===== src/rtl/lcd_de_receiver.sv =====
// ---------------------------------------------------------------------------
// lcd_de_receiver
//
// Receive end of a DE-mode parallel RGB interface (HS/VS unused). Frame and
// line structure is recovered from data-enable alone: a long run of DE-low
// cycles (VGAP_MIN) marks vertical blanking, any shorter run is a line gap.
// Pixel coordinates are regenerated, per-line length errors are flagged and
// the active size of each completed frame is reported.
//
// Ports
//   clk        pixel clock
//   rstn       asynchronous active-low reset
//   de_in      data enable
//   rgb_in     pixel data, qualified by de_in
//   pix_valid  pix_data/pix_x/pix_y valid this cycle
//   pix_data   received pixel
//   pix_x      0-based column (saturates at 2^CW-1)
//   pix_y      0-based line   (saturates at 2^CW-1)
//   sof        pulse on pixel (0,0) of a frame
//   eol        pulse on the last pixel of each line
//   err_line   pulse with eol when the line length is wrong or overflowed
//   frame_w    width of line 0 of the last completed frame
//   frame_h    line count of the last completed frame (saturates at 2^CW)
//   locked     last completed frame was EXP_H x EXP_V with no bad line
//
// Pipeline: stage 1 registers de_in/rgb_in; stage 2 registers the outputs.
// Output latency is two clocks from the input sample.
// ---------------------------------------------------------------------------
module lcd_de_receiver #(
    parameter int DATA_W   = 24,
    parameter int CW       = 10,
    parameter int EXP_H    = 800,
    parameter int EXP_V    = 480,
    parameter int VGAP_MIN = 2000
) (
    input  logic              clk,
    input  logic              rstn,
    input  logic              de_in,
    input  logic [DATA_W-1:0] rgb_in,
    output logic              pix_valid,
    output logic [DATA_W-1:0] pix_data,
    output logic [CW-1:0]     pix_x,
    output logic [CW-1:0]     pix_y,
    output logic              sof,
    output logic              eol,
    output logic              err_line,
    output logic [CW:0]       frame_w,
    output logic [CW:0]       frame_h,
    output logic              locked
);

    localparam logic [CW-1:0] X_MAX    = {CW{1'b1}};
    localparam logic [CW:0]   LEN_OVF  = {1'b1, {CW{1'b0}}};
    localparam logic [15:0]   GAP_MAX  = 16'(VGAP_MIN);
    localparam logic [CW:0]   EXP_H_W  = (CW+1)'(EXP_H);
    localparam logic [CW:0]   EXP_V_W  = (CW+1)'(EXP_V);

    typedef enum logic [1:0] {
        ST_SEARCH = 2'd0,
        ST_ARMED  = 2'd1,
        ST_ACTIVE = 2'd2
    } state_t;

    // Saturating increment for coordinate counters.
    function automatic logic [CW-1:0] sat_inc_cw(input logic [CW-1:0] v);
        logic [CW-1:0] r;
        if (v == X_MAX) begin
            r = v;
        end else begin
            r = v + CW'(1);
        end
        return r;
    endfunction

    // Saturating increment for the line counter, capped at 2^CW.
    function automatic logic [CW:0] sat_inc_len(input logic [CW:0] v);
        logic [CW:0] r;
        if (v == LEN_OVF) begin
            r = v;
        end else begin
            r = v + (CW+1)'(1);
        end
        return r;
    endfunction

    // stage 1 and gap tracking
    logic              de1_r;
    logic              de1_d_r;
    logic [DATA_W-1:0] rgb1_r;
    logic [15:0]       gap_cnt_r;

    // FSM
    state_t            state_r;
    state_t            state_nxt_s;

    // stage 2 / frame tracking
    logic              pix_valid_r;
    logic [DATA_W-1:0] pix_data_r;
    logic [CW-1:0]     pix_x_r;
    logic [CW-1:0]     pix_y_r;
    logic              sof_r;
    logic              eol_r;
    logic              err_line_r;
    logic              x_ovf_r;
    logic [CW:0]       line_cnt_r;
    logic [CW:0]       ref_w_r;
    logic              frame_err_r;
    logic [CW:0]       frame_w_r;
    logic [CW:0]       frame_h_r;
    logic              locked_r;

    // combinational next values
    logic              rise_s;
    logic              vgap_s;
    logic              valid_nxt_s;
    logic              sof_nxt_s;
    logic [CW-1:0]     x_nxt_s;
    logic [CW-1:0]     y_nxt_s;
    logic              ovf_nxt_s;
    logic [CW:0]       line_nxt_s;
    logic              frame_end_s;
    logic              eol_nxt_s;
    logic              err_nxt_s;
    logic              first_line_s;
    logic [CW:0]       len_s;

    assign rise_s = de1_r & ~de1_d_r;
    assign vgap_s = (gap_cnt_r == GAP_MAX);

    // Stage-1 capture and DE-low run counter (aligned with the stage-1 sample).
    always_ff @(posedge clk or negedge rstn) begin
        if (!rstn) begin
            de1_r     <= 1'b0;
            de1_d_r   <= 1'b0;
            rgb1_r    <= {DATA_W{1'b0}};
            gap_cnt_r <= 16'd0;
        end else begin
            de1_r   <= de_in;
            de1_d_r <= de1_r;
            rgb1_r  <= rgb_in;
            if (de_in) begin
                gap_cnt_r <= 16'd0;
            end else if (gap_cnt_r != GAP_MAX) begin
                gap_cnt_r <= gap_cnt_r + 16'd1;
            end else begin
                gap_cnt_r <= gap_cnt_r;
            end
        end
    end

    // FSM state register.
    always_ff @(posedge clk or negedge rstn) begin
        if (!rstn) begin
            state_r <= ST_SEARCH;
        end else begin
            state_r <= state_nxt_s;
        end
    end

    // FSM next-state: vertical gap arms the receiver, a DE rise opens a frame.
    always_comb begin
        state_nxt_s = state_r;
        case (state_r)
            ST_SEARCH: begin
                if (vgap_s) begin
                    state_nxt_s = ST_ARMED;
                end else begin
                    state_nxt_s = ST_SEARCH;
                end
            end
            ST_ARMED: begin
                if (rise_s) begin
                    state_nxt_s = ST_ACTIVE;
                end else begin
                    state_nxt_s = ST_ARMED;
                end
            end
            ST_ACTIVE: begin
                if (vgap_s) begin
                    state_nxt_s = ST_ARMED;
                end else begin
                    state_nxt_s = ST_ACTIVE;
                end
            end
            default: begin
                state_nxt_s = ST_SEARCH;
            end
        endcase
    end

    // FSM outputs: coordinate generation for the pixel currently in stage 1.
    always_comb begin
        valid_nxt_s = 1'b0;
        sof_nxt_s   = 1'b0;
        x_nxt_s     = pix_x_r;
        y_nxt_s     = pix_y_r;
        ovf_nxt_s   = x_ovf_r;
        line_nxt_s  = line_cnt_r;
        frame_end_s = 1'b0;
        case (state_r)
            ST_ARMED: begin
                if (rise_s) begin
                    valid_nxt_s = 1'b1;
                    sof_nxt_s   = 1'b1;
                    x_nxt_s     = {CW{1'b0}};
                    y_nxt_s     = {CW{1'b0}};
                    ovf_nxt_s   = 1'b0;
                    line_nxt_s  = (CW+1)'(1);
                end else begin
                    valid_nxt_s = 1'b0;
                end
            end
            ST_ACTIVE: begin
                if (de1_r) begin
                    valid_nxt_s = 1'b1;
                    if (rise_s) begin
                        x_nxt_s    = {CW{1'b0}};
                        ovf_nxt_s  = 1'b0;
                        y_nxt_s    = sat_inc_cw(pix_y_r);
                        line_nxt_s = sat_inc_len(line_cnt_r);
                    end else if (pix_x_r == X_MAX) begin
                        // column counter pinned; remember the line overflowed
                        ovf_nxt_s = 1'b1;
                    end else begin
                        x_nxt_s = pix_x_r + CW'(1);
                    end
                end else if (vgap_s) begin
                    frame_end_s = 1'b1;
                end else begin
                    frame_end_s = 1'b0;
                end
            end
            default: begin
                valid_nxt_s = 1'b0;
            end
        endcase
    end

    // Line-end detection and length check; de_in is the successor of stage 1.
    always_comb begin
        eol_nxt_s    = valid_nxt_s & ~de_in;
        first_line_s = (y_nxt_s == {CW{1'b0}});
        if (ovf_nxt_s) begin
            len_s = LEN_OVF;
        end else begin
            len_s = {1'b0, x_nxt_s} + (CW+1)'(1);
        end
        err_nxt_s = eol_nxt_s & (ovf_nxt_s | (~first_line_s & (len_s != ref_w_r)));
    end

    // Stage-2 output registers and per-frame statistics.
    always_ff @(posedge clk or negedge rstn) begin
        if (!rstn) begin
            pix_valid_r <= 1'b0;
            pix_data_r  <= {DATA_W{1'b0}};
            pix_x_r     <= {CW{1'b0}};
            pix_y_r     <= {CW{1'b0}};
            sof_r       <= 1'b0;
            eol_r       <= 1'b0;
            err_line_r  <= 1'b0;
            x_ovf_r     <= 1'b0;
            line_cnt_r  <= {(CW+1){1'b0}};
            ref_w_r     <= {(CW+1){1'b0}};
            frame_err_r <= 1'b0;
            frame_w_r   <= {(CW+1){1'b0}};
            frame_h_r   <= {(CW+1){1'b0}};
            locked_r    <= 1'b0;
        end else begin
            pix_valid_r <= valid_nxt_s;
            sof_r       <= sof_nxt_s;
            eol_r       <= eol_nxt_s;
            err_line_r  <= err_nxt_s;
            pix_x_r     <= x_nxt_s;
            pix_y_r     <= y_nxt_s;
            x_ovf_r     <= ovf_nxt_s;
            line_cnt_r  <= line_nxt_s;
            if (valid_nxt_s) begin
                pix_data_r <= rgb1_r;
            end
            if (eol_nxt_s && first_line_s) begin
                ref_w_r <= len_s;
            end
            if (sof_nxt_s) begin
                frame_err_r <= err_nxt_s;
            end else if (err_nxt_s) begin
                frame_err_r <= 1'b1;
            end
            if (frame_end_s) begin
                frame_w_r <= ref_w_r;
                frame_h_r <= line_cnt_r;
                locked_r  <= (ref_w_r == EXP_H_W) && (line_cnt_r == EXP_V_W) && !frame_err_r;
            end
        end
    end

    assign pix_valid = pix_valid_r;
    assign pix_data  = pix_data_r;
    assign pix_x     = pix_x_r;
    assign pix_y     = pix_y_r;
    assign sof       = sof_r;
    assign eol       = eol_r;
    assign err_line  = err_line_r;
    assign frame_w   = frame_w_r;
    assign frame_h   = frame_h_r;
    assign locked    = locked_r;

endmodule


===== config.mk =====
export PLATFORM = sky130hd
export DESIGN_NAME = lcd_de_receiver
export DESIGN_NICKNAME = d
export VERILOG_FILES = /design/src/rtl/lcd_de_receiver.sv
export SDC_FILE = /design/constraint.sdc
export NUM_CORES = 1
export LEC_CHECK = 0
export BUFFER_PORTS_ARGS = -buffer_cell sky130_fd_sc_hd__buf_2
export CAP_MARGIN = 20
export CORE_MARGIN = 2
export CORE_UTILIZATION = 30
export CTS_BUF_LIST = sky130_fd_sc_hd__clkbuf_8 sky130_fd_sc_hd__clkbuf_16
export CTS_CLUSTER_DIAMETER = 100
export DETAILED_ROUTE_END_ITERATION = 7
export GPL_TIMING_DRIVEN = 0
export PLACE_DENSITY = 0.51
export SYNTH_ARGS = -nofsm -noshare
export SYNTH_HDL_FRONTEND = slang
export SYNTH_SLANG_ARGS = --single-unit

===== constraint.sdc =====
create_clock -name clk -period 7.05 [get_ports clk]
set_clock_uncertainty 0.15 [all_clocks]
set_input_delay 1.7625 -clock clk [delete_from_list [all_inputs] [get_ports clk]]
set_output_delay 1.7625 -clock clk [all_outputs]
set_load 0.05 [all_outputs]

==> run metrics <==
status=finished clean; initial antenna violation count=0; crit path time final=between 4 and 5 ns; top post-synthesis cells by area=dfrtp_1 (53%), mux2_2 (8.7%), nor2_1 (3.0%); crit path buf inv count=2; Crit path max-delay family=compound AO/OA/AOI/OAI gates; CTS root buf=clkbuf_16; CTS H-tree lvls=4; Hold Path Cell Cnt=1; max_cap viols=0; die width=roughly 150 um; Hold Buf Count CTS=0; setup bufs post-CTS=0; HP Start=rgb1_r[15]; Most common cell on crit path=ha_1; Max VDD drop=0.1582 mV; io pins=between 90 and 100; Post-synth EDFFs=0; r2r worst-path depth=13; Data required, critical path=roughly 7.2 ns; area occupied by multi-input gates=around 2900 um2; row count=54; CTS tree=built; Die Area=between 20,000 and 25,000 um2; P_int=approximately 1.4 mW; worst hold-check path type=reg2reg; post-synth cell types=slightly below 70; Pre-antenna DRT Iters=5; Fmax=~0.24 GHz; IO buf count=97; worst-path cell chain=inv_1 > ha_1 > clkbuf_1 > nor2_1 > o21ai_0 > o221a_2 > ha_1 > nor4b_1 > a31oi_1 > o32ai_1 > o2111ai_1 > nor4_2 > a21oi_1; CTS Buf Count=17; Max transition margin=39.94%; antenna diode count=0; P_leak=3.936 nW; Critical Path Source Type=flop; DR iter-0 viols=~370; Die Ht=~150 um; Hold EP=pix_data[15]; Final ANT Viol Nets=0; Clk pwr share=between 50% and 60%; Sequential Power Share=between 40% and 50%; worst-path fanout max=10; WP data arrival=~4.3 ns; Yosys top cell by area=dfrtp_1; most common cell in the netlist=dfrtp_1; P per Cell Area=roughly 230 nW/um2; first-pass GRT wire length=about 27,000 um; gate count of the mapped netlist=just under 600; Core Footprint=approximately 22,000 um2; area added between synthesis and finish=23.00%; Post-Layout Cell Count=998; Slew Limit Fails=0; Post-Syn Area=6565 um2; Cells after DPL=968; syn_area_per_cell=about 11 um2; WL per Instance=15.98 um; total routed wirelength=roughly 16,000 um; Crit. End Element=flop; register area=between 3000 and 4000 um2; Hold Fails Final Rpt=0; grt ovf=0; worst reg2reg endpoint=err_line; largest net degree at the start of global routing=80; CTS Buffer Depth=2; CTS sink count=about 140; Main synth FF type=dfrtp_1; GP Congestion=0.8403; Comb power frac=under 10%; WS Path Type=reg2reg; fillers=between 2,000 and 2,500; hpwl dp=between 10,000 and 15,000 um; Sw Pwr=~0.38 mW; final period utilization=between 50 and 60%; # DRC=0; Sw Share=about a fifth; Worst-Skew Late Latency=between 0.4 and 0.5 ns; crit-path max cell delay=just under 0.6 ns; Worst Max-Slew Pin Slew=0.8974 ns; DR vias/cell=around 5; RSZ-0062 raised after global routing=no; post-synth top area share=52.98%; endpoints failing setup=0; Synth async-reset ratio=100.0%; Seq/Total Area, Yosys=~53%; Post-CTS Resized=0; Synth Warn #=0; Starting Density=30.36%; Clk pin slew, worst setup/hold paths=0.07 ns; commonest cells in the netlist=dfrtp_1 (139), nor2_1 (53), mux2_2 (51); NumNets Final=approximately 750; final setup TNS=0 ns; Yosys reg bits=roughly 140; Syn Nets=~630; share of cells above drive strength 1=around 28%; via count=about 5,000; vias in the first global route=5,183; Crit Reg-Reg Startpoint=state_r[0]; r2r setup slk=about 3 ns; GRT Total Usage=between 10% and 20%; critical path's slowest cell=o21ai_0
[per-layer routing]
metal / share of wire (%) / global-route usage (%) / vias up / routed length [um]
met5: 0 / 0 / - / 0
met4: 0.97 / 4.139 / 0 / 154
met3: 6.7 / 4.621 / 13 / 1075
met2: 46 / 21.99 / 161 / 7336
met1: 46 / 19.10 / 2460 / 7384
li1: - / - / 2366 / -
[how the worst max path moves through the flow]
stage	start	end	slack, ns	depth (start not counted)
2_1_floorplan	pix_x[1]	frame_err_r	3.59	11
3_3_place_gp	rstn	pix_y[8]	2.16	1
3_5_place_dp	state_r[0]	err_line	3.00	13
4_1_cts	state_r[0]	err_line	2.98	13
5_1_grt	state_r[0]	err_line	2.65	13
6_report	state_r[0]	err_line	2.93	13
[cell families after synthesis]
family / synth area share [%]
AO/OA/AOI/OAI: 10.41
flip-flops: 52.98
multiplexers: 10.65
XOR/XNOR: 4.269
adder cells (fa/ha/maj): 2.096
AND/OR/NAND/NOR: 16.66
buffers and inverters: 2.935
[layout by cell type, fill, tap and decap left out, types with 3 or more instances in the layout]
master and n:
o21ai_0 16, dfrtp_1 139, a22o_1 3, o31ai_1 3, and4_1 3, a211oi_1 4
clkbuf_1 18, nand2b_1 6, and2_1 6, nor4b_1 3, ha_1 11, nand4_1 16
a221o_1 3, mux2_2 51, a31oi_1 7, nand3b_1 3, mux2_4 3, nand2_1 38
a22oi_1 4, nor4_1 6, o311ai_0 3, inv_6 4, bufinv_16 5, and3_1 9
nor2_1 53, nor3_1 17, clkbuf_16 17, nand3_1 26, xnor2_1 13, mux2i_1 8
nor2b_1 3, buf_2 97, a21oi_1 21, inv_1 24, or3_1 3, xor2_1 19
[registers in the layout, indices dropped and copies added, names as in the netlist, 2 cells and up]
| name | cells |
|---|---|
| frame_h | 11 |
| line_cnt_r | 11 |
| gap_cnt_r | 16 |
| rgb1_r | 24 |
| state_r | 2 |
| pix_data | 24 |
| pix_x | 10 |
| ref_w_r | 11 |
| pix_y | 10 |
| frame_w | 11 |
[power groups by stage]
| stage | Sequential (mW) | Combinational [mW] | Clock [mW] |
|---|---|---|---|
| CTS | 0.811 | 0.0363 | 1.01 |
| global route | 0.812 | 0.0404 | 1.05 |
| finish | 0.811 | 0.0346 | 0.980 |
| detailed placement | 0.826 | 0.0362 | 0 |
| global placement | 0.825 | 0.0328 | 0 |
| floorplan | 0.824 | 0.00834 | 0 |
[stage by stage]
stage / utilization [%] / cell area [um2] / worst slack [ns] / total power [mW] / hold WS (ns)
detailed placement: 34.39 / 7435 / 3.002 / 0.8617 / 0.3131
CTS: 37.35 / 8075 / 2.979 / 1.853 / 0.3271
global placement: 34.23 / 7401 / 2.161 / 0.8578 / 0.3053
floorplan: - / 6565 / 3.586 / 0.8326 / 0.2785
finish: 37.35 / 8075 / 2.927 / 1.826 / 0.3235
global route: 37.35 / 8075 / 2.654 / 1.897 / 0.3449
[final cells by class]
| class | instances | share of cell area (%) |
|---|---|---|
| buffer | 23 | 1.271 |
| clock buffer | 17 | 5.268 |
| clock inverter | 13 | 2.665 |
| inverter | 24 | 1.116 |
| multi-input combinational | 404 | 35.84 |
| sequential | 139 | 43.07 |
| tap | 280 | 4.338 |
| timing repair buffer | 98 | 6.430 |
No activity file was read; power rests on OpenSTA's default activity.
